`config.mk`:
```
export PLATFORM = sky130hd
export DESIGN_NAME = food_spawn_ctrl
export DESIGN_NICKNAME = d
export VERILOG_FILES = /design/src/rtl/food_spawn_ctrl.sv
export SDC_FILE = /design/constraint.sdc
export NUM_CORES = 1
export LEC_CHECK = 0
export CAP_MARGIN = 20
export CORE_AREA = 2 2 124 126
export CTS_CLUSTER_DIAMETER = 150
export CTS_CLUSTER_SIZE = 10
export DETAILED_ROUTE_END_ITERATION = 8
export DIE_AREA = 0 0 126 128
export PLACE_DENSITY = 0.61
export RECOVER_POWER = 25
export SETUP_SLACK_MARGIN = 0.2
export SYNTH_ARGS = -nofsm -noshare
export SYNTH_HDL_FRONTEND = slang
export SYNTH_SLANG_ARGS = --single-unit
```
`constraint.sdc`:
```
create_clock -name i_clk -period 6.78 [get_ports i_clk]
set_input_delay 1.017 -clock i_clk [delete_from_list [all_inputs] [get_ports i_clk]]
set_output_delay 1.017 -clock i_clk [all_outputs]
set_load 0.02 [all_outputs]
```
`src/rtl/food_spawn_ctrl.sv`:
```
// Food placement sequencer: draws LFSR candidates, rejects out-of-bounds or occupied
// 3x3 anchors, then writes the nine food pixels through a ready/we handshake.
module food_spawn_ctrl #(
   parameter int unsigned X_MAX     = 640,
   parameter int unsigned Y_MAX     = 480,
   parameter int unsigned MAX_TRIES = 15
) (
   input  logic       i_clk,
   input  logic       i_reset,
   input  logic       i_spawn_req,
   input  logic [9:0] i_rnd_x,
   input  logic [9:0] i_rnd_y,
   output logic       o_lfsr_step,
   output logic [9:0] o_occ_x,
   output logic [8:0] o_occ_y,
   input  logic       i_occ_hit,
   output logic [9:0] o_pix_x,
   output logic [8:0] o_pix_y,
   output logic       o_pix_we,
   input  logic       i_pix_ready,
   output logic [9:0] o_food_x,
   output logic [8:0] o_food_y,
   output logic       o_food_valid,
   output logic       o_write_done,
   output logic       o_busy,
   output logic       o_fail
);

   localparam logic [9:0] XLim   = 10'(X_MAX - 3);
   localparam logic [8:0] YLim   = 9'(Y_MAX - 3);
   localparam logic [7:0] TryMax = 8'(MAX_TRIES);

   typedef enum logic [2:0] {
      StIdle, StStep, StLatch, StCheck, StDraw, StDone, StFail
   } state_e;

   state_e     r_state;
   logic [9:0] r_cx;
   logic [8:0] r_cy;
   logic [3:0] r_k;
   logic [7:0] r_try_cnt;
   logic [9:0] r_occ_x;
   logic [8:0] r_occ_y;
   logic [9:0] r_pix_x;
   logic [8:0] r_pix_y;
   logic       r_pix_we;
   logic [9:0] r_food_x;
   logic [8:0] r_food_y;
   logic       r_food_valid;
   logic       r_lfsr_step;
   logic       r_write_done;
   logic       r_fail;

   logic       w_oob;
   logic       w_reject;
   logic [7:0] w_try_next;
   logic [3:0] w_k_next;
   logic [9:0] w_cell_x;
   logic [8:0] w_cell_y;
   logic       w_unused_rnd_y9;

   function automatic logic [1:0] cell_dx(input logic [3:0] k);
      case (k)
         4'd1, 4'd4, 4'd7: cell_dx = 2'd1;
         4'd2, 4'd5, 4'd8: cell_dx = 2'd2;
         default:          cell_dx = 2'd0;
      endcase
   endfunction

   function automatic logic [1:0] cell_dy(input logic [3:0] k);
      case (k)
         4'd3, 4'd4, 4'd5: cell_dy = 2'd1;
         4'd6, 4'd7, 4'd8: cell_dy = 2'd2;
         default:          cell_dy = 2'd0;
      endcase
   endfunction

   assign w_unused_rnd_y9 = i_rnd_y[9];

   // In CHECK r_k counts cycles (0..9): cycle k issues query k and samples query k-1.
   always_comb begin
      w_oob      = (i_rnd_x > XLim) || (i_rnd_y[8:0] > YLim);
      w_reject   = ((r_state == StLatch) && w_oob) ||
                   ((r_state == StCheck) && (r_k != 4'd0) && i_occ_hit);
      w_try_next = r_try_cnt + 8'd1;
      w_k_next   = r_k + 4'd1;
      w_cell_x   = r_cx + {8'd0, cell_dx(w_k_next)};
      w_cell_y   = r_cy + {7'd0, cell_dy(w_k_next)};
   end

   always_ff @(posedge i_clk or negedge i_reset) begin
      if (!i_reset) begin
         r_state      <= StIdle;
         r_cx         <= '0;
         r_cy         <= '0;
         r_k          <= '0;
         r_try_cnt    <= '0;
         r_occ_x      <= '0;
         r_occ_y      <= '0;
         r_pix_x      <= '0;
         r_pix_y      <= '0;
         r_pix_we     <= 1'b0;
         r_food_x     <= '0;
         r_food_y     <= '0;
         r_food_valid <= 1'b0;
         r_lfsr_step  <= 1'b0;
         r_write_done <= 1'b0;
         r_fail       <= 1'b0;
      end else begin
         r_lfsr_step  <= 1'b0;
         r_write_done <= 1'b0;
         r_fail       <= 1'b0;
         if (r_state == StLatch) begin
            r_cx <= i_rnd_x;
            r_cy <= i_rnd_y[8:0];
         end
         if (w_reject) begin
            r_try_cnt <= w_try_next;
            if (w_try_next == TryMax) begin
               r_fail  <= 1'b1;
               r_state <= StFail;
            end else begin
               r_lfsr_step <= 1'b1;
               r_state     <= StStep;
            end
         end else begin
            case (r_state)
               StIdle: begin
                  if (i_spawn_req) begin
                     r_food_valid <= 1'b0;
                     r_try_cnt    <= '0;
                     r_lfsr_step  <= 1'b1;
                     r_state      <= StStep;
                  end
               end
               StStep: r_state <= StLatch;
               StLatch: begin
                  r_k     <= '0;
                  r_occ_x <= i_rnd_x;
                  r_occ_y <= i_rnd_y[8:0];
                  r_state <= StCheck;
               end
               StCheck: begin
                  if (r_k == 4'd9) begin
                     r_k      <= '0;
                     r_pix_x  <= r_cx;
                     r_pix_y  <= r_cy;
                     r_pix_we <= 1'b1;
                     r_state  <= StDraw;
                  end else begin
                     r_k <= w_k_next;
                     if (r_k != 4'd8) begin
                        r_occ_x <= w_cell_x;
                        r_occ_y <= w_cell_y;
                     end
                  end
               end
               StDraw: begin
                  if (i_pix_ready) begin
                     if (r_k == 4'd8) begin
                        r_pix_we     <= 1'b0;
                        r_write_done <= 1'b1;
                        r_state      <= StDone;
                     end else begin
                        r_k     <= w_k_next;
                        r_pix_x <= w_cell_x;
                        r_pix_y <= w_cell_y;
                     end
                  end
               end
               StDone: begin
                  r_food_x     <= r_cx;
                  r_food_y     <= r_cy;
                  r_food_valid <= 1'b1;
                  r_state      <= StIdle;
               end
               StFail:  r_state <= StIdle;
               default: r_state <= StIdle;
            endcase
         end
      end
   end

   assign o_lfsr_step  = r_lfsr_step;
   assign o_occ_x      = r_occ_x;
   assign o_occ_y      = r_occ_y;
   assign o_pix_x      = r_pix_x;
   assign o_pix_y      = r_pix_y;
   assign o_pix_we     = r_pix_we;
   assign o_food_x     = r_food_x;
   assign o_food_y     = r_food_y;
   assign o_food_valid = r_food_valid;
   assign o_write_done = r_write_done;
   assign o_busy       = (r_state != StIdle);
   assign o_fail       = r_fail;

endmodule

```
# Word level (Yosys, flattened, before mapping)
# Index checks and enable logic that the tools add are counted.
# totals
reg_bits	96
input_bits	25
output_inout_bits	63
elab_cells	123
# op_classes
n_addsub	4
order_cmp	2
eq_ne	28
n_mux	46
bitwise_logic	1
n_reduce_logical	26
# op_table
operator	n
$mux 10	5
$mux 9	5
$pmux 10 s2	2
$pmux 9 s2	2
$mux 8	3
$mux 3	6
$eq 4x3->1 const B	4
$pmux 3 s5	1
$mux 1	14
$eq 4x4->1 const B	3
$mux 4	3
$pmux 4 s3	1
$reduce_and 4->1	3
$reduce_or 3->1	4
$add 10x2->10	1
$gt 10x10->1 const B	1
$ne 2x2->1 const B	5
$reduce_and 5->1	2
$reduce_bool 2->1	5
$add 9x2->9	1
$gt 9x9->1 const B	1
$ne 3x3->1 const B	3
$add 8x1->8 const B	1
$eq 4x2->1 const B	2
19 further kinds	29

# Longest topological paths before layout
# logic_depth
word_depth	8
ltp_mapped	13
depth_no_buf	12

# Worst setup path after synthesis
# No wires, ideal clock.
# synth_timing
kind	flip-flop to flip-flop
from	register r_k[0]
to	register r_occ_y[8], in the netlist o_occ_y[8]
setup_time_ns	0.125
arrival_ns	2.860
required_time_ns	6.655
setup_slack_ns	3.795
path_stages_with_launch	14
n_path_buf	1
period_less_slack_ns	2.985
path_cell_list	dfrtp_1 > ha_1 > xor2_1 > nor2_1 > a211oi_1 > ha_1 > inv_1 > fa_1 > and3b_1 > clkbuf_1 > nand3_1 > xor2_1 > o21ai_0 > mux2_2
# synth_between
elab_chain_len	8
elab_cells_between_ends	24
cone_classes	add/sub: 2; eq/ne: 10; mux: 4; bitwise: 1; reduce/logical: 7
# synth_lines
item	line_no	rtl
from (decl)	40	logic [3:0] r_k;
from (signal assigned)	151	r_k <= w_k_next;
from (signal assigned)	165	r_k <= w_k_next;
$add 4x1->4	86	w_k_next = r_k + 4'd1;
$eq 4x3->1, or another cell as far along	71	case (k)
$reduce_or 3->1	71	
$pmux 2 s2	71	
$add 9x2->9	88	w_cell_y = r_cy + {7'd0, cell_dy(w_k_next)};
$mux 9	152	if (r_k != 4'd8) begin
$mux 9	144	if (r_k == 4'd9) begin
$pmux 9 s2	127	case (r_state)
to (signal assigned)	140	r_occ_y <= i_rnd_y[8:0];
to (signal assigned)	154	r_occ_y <= w_cell_y;
to (decl)	43	logic [8:0] r_occ_y;
# Several ways; a longest one is shown, not always the timed one. The select of a mux whose other input is x is not followed.
# A chain may end at the register's enable or synchronous reset.

# Final worst setup path
# layout_timing
from	input i_rnd_y[1]
to	register r_occ_y[0], in the netlist o_occ_y[0]
# layout_between
elab_chain_len	6
# layout_lines
item	line_no	rtl
from (decl)	12	input logic [9:0] i_rnd_y,
$gt 9x9->1	82	w_oob = (i_rnd_x > XLim) || (i_rnd_y[8:0] > YLim);
$logic_or 1x1->1	82	
$logic_and 1x1->1	83	w_reject = ((r_state == StLatch) && w_oob) ||
$logic_or 1x1->1	83	
$not 1->1 (no line)	n/a	
$reduce_and 4->1 (no line)	n/a	
# Every way passes these cells.

==> results.yml <==
timing:
  min_period_ns: 3.89
  final.setup_skew_ns: 0.00375
  min_period_over_period_pct: 57.3
  clock.fmax_mhz: 257
  fin_ws_ns: 2.89
  holdWs_ns: 0.487
  maxSlewViolCount: 47
  finalHoldViolations: 0
  rsz0062_at_grt: "false"
  tightest_slew_ns: 2.50
  setup_viol: 0
  slew_headroom_pct: -66.8
  fin_setup_tns_ns: 0
grt:
  grtUsageTotal_pct: 15.4
  antenna_found_initial: 0
  grt_pass1_wl_um: 19500
  grt-ovfl-total: 0
  grt_start_max_net_pins: 52
  grt_pass1_vias: 3732
critical_path:
  crit_fanout: 19
  worstSetupPathType: "in2reg"
  cp_top_family: "compound AO/OA/AOI/OAI gates"
  end_kind: "register"
  critPathMaxStageDelay_ns: 0.99
  path_cells: "dlygate4sd3_1 -> a41oi_1 -> nor3b_2 -> a221oi_4 -> o311a_1 -> mux2_2"
  path_buf_inv: 1
  arrival_ns: 4.12
  critPathSlowestCell: "o311a_1"
  cp_data_required_time_ns: 7.01
  cp-start-kind: "primary input"
routing:
  finalWirelength_um: 12100
  dr.pass1.iters: 4
  wl_per_cell_um: 16.7
  drtAntennaViolNets: 0
  remaining_drc_errors: 0
  initialDrtViolationCount: 197
  viasPerCell: 4.98
  vias: 3598
synthesis:
  synth_flop_cell: "dfrtp_1"
  ys_ff_latch: 96
  synth_cell_types: 53
  syn_avg_cell_area_um2: 11.1
  synth-async-reset-ratio_pct: 100
  ys_seq_area_share_pct: 47.4
  synth_cells: 456
  synth_edf_count: 0
  syn-cell-area_um2: 5070
  syn-num-nets: 495
  yosysWarnings: 0
place:
  pre_cts_slack_ns: 2.60
  io_buffer_count: 86
  dp_cells: 706
  gp_congestion: 0.799
  hpwlAfterDp_um: 8520
floorplanning:
  rows: 45
  initial_core_util_pct: 34.1
  io-pin-count: 88
  die-area_um2: 16100
  die_w_um: 126
  coreArea_um2: 14900
  fp.dieH_um: 128
finish:
  final_util_pct: 42.7
  nets: 568
  drive_gt1_share_pct: 17.8
  area_growth_pct: 25.3
  finalNonFillerCells: 722
  antennaDiodeCount: 0
cts:
  cts_buffers: 9
  cts_resized: 0
  clockBufferDepth: 2
  cts.clk_slew.worst_paths_ns: 0.06
  post_cts_buffers: 0
  cts_tree: "yes"
  ctsHoldBuffers: 0
  cts_root_buffer: "clkbuf_16"
  cts.sinks: 96
  clkLatencyLatePin_ns: 0.35
  htreeDepth: 3
power:
  p_leak_nw: 2.71
  max-vdd-ir-drop_mv: 0.221
  power_density_nw_per_um2: 535
run_status:
  violations: "capacitance limit, slew limit"
  outcome: "complete, but fails checks"
min_path:
  min_path_type: "reg2reg"
run:
  drv_cap: 1
-- synth_stat cells, drive strengths merged, types with 3 or more instances --
cell type	n	area share, %
nor3	9	0.89
and3	6	0.74
dfrtp	96	47
nand3b	4	0.59
buf	8	1.3
nand2	51	3.8
xor2	19	3.3
a21oi	8	0.79
nor3b	4	0.79
ha	12	3.0
nand4	4	0.49
nand2b	3	0.37
o21ai	27	2.7
nor2	23	1.7
mux2	78	18
nand3	16	1.8
clkbuf	21	1.6
inv	12	0.89
xnor2	18	3.1
a22o	3	0.52
-- cells by family after synthesis --
family | after synthesis | synth area share, %
AND/OR/NAND/NOR | 131 | 12.7
flip-flops | 96 | 47.4
multiplexers | 79 | 18.3
AO/OA/AOI/OAI | 58 | 7.82
buffers and inverters | 41 | 3.70
XOR/XNOR | 37 | 6.39
adder cells (fa/ha/maj) | 14 | 3.75
-- cells in the final DEF, fill, tap and decap left out, types with 3 or more instances in the layout --
cell,count
dfrtp_1,96
clkdlybuf4s50_1,84
mux2_2,58
nand2_1,51
o21ai_0,27
nor2_1,23
xor2_1,19
xnor2_1,18
nand3_1,15
inv_1,12
ha_1,12
mux2_1,10
mux2_4,10
nor3_1,9
clkbuf_16,9
a21oi_1,8
and3_1,6
nand3b_1,4
nand4_1,4
buf_4,4
nor3b_1,3
nand2b_1,3
a22o_1,3
-- sequential cells by signal, indices dropped and copies added, names as in the netlist, 8 cells and up --
register / cells
o_food_x: 10
o_food_y: 9
o_occ_x: 10
o_occ_y: 9
o_pix_x: 10
o_pix_y: 9
r_cx: 10
r_cy: 9
r_try_cnt: 8
-- per-layer routing --
metal,part of all wire [%],GRT usage [%],vias up
met4,2.1,6.40,0
met2,47,25.1,87
met5,0,0,-
li1,-,-,1723
met3,4.3,3.17,16
met1,46,20.2,1772
-- tightest hold or removal path: stages (launching register included) --
cell	delay [ns]
dfrtp_1	0.34
nand2_1	0.05
o21ai_0	0.06
-- stage by stage --
| step | cell area, um^2 | total power, mW |
|---|---|---|
| 2_1_floorplan | 5070 | 2.27 |
| 3_3_place_gp | 6060 | 2.85 |
| 3_5_place_dp | 6060 | 2.90 |
| 4_1_cts | 6370 | 3.44 |
| 5_1_grt | 6350 | 3.65 |
| 6_report | 6350 | 3.40 |
-- worst paths after layout --
check | slack (ns) | cells past startpoint | from | end
setup / recovery | 2.89 | 6 | i_rnd_y[1] | o_occ_y[0]
hold / removal | 0.49 | 2 | o_food_y[1] | o_food_y[1]
setup reg to reg | 2.92 | 6 | r_state[1] | o_occ_y[0]
hold reg to reg | 0.49 | 2 | o_food_y[1] | o_food_y[1]
max in group asynchronous | 3.63 | 2 | i_reset | o_food_x[2]
min in group asynchronous | 1.43 | 1 | i_reset | r_try_cnt[5]
-- cell type report --
cell class	instances	area, um^2
clock buffers	10	239
clock inverters	6	66.3
fillers	1442	8510
inverters	12	45.0
multi-input cells	319	2480
flip-flops and latches	96	2400
well taps	188	235
repair buffers	91	888
-- power breakdown --
group | total (mW) | switching, mW | internal (mW) | leakage, nW
Sequential | 1.11 | 0.264 | 0.846 | 1.17
Clock | 0.526 | 0.228 | 0.298 | 0.153
Combinational | 1.77 | 0.860 | 0.905 | 1.39
Total | 3.40 | 1.35 | 2.05 | 2.71
No activity file was read; power rests on OpenSTA's default activity.
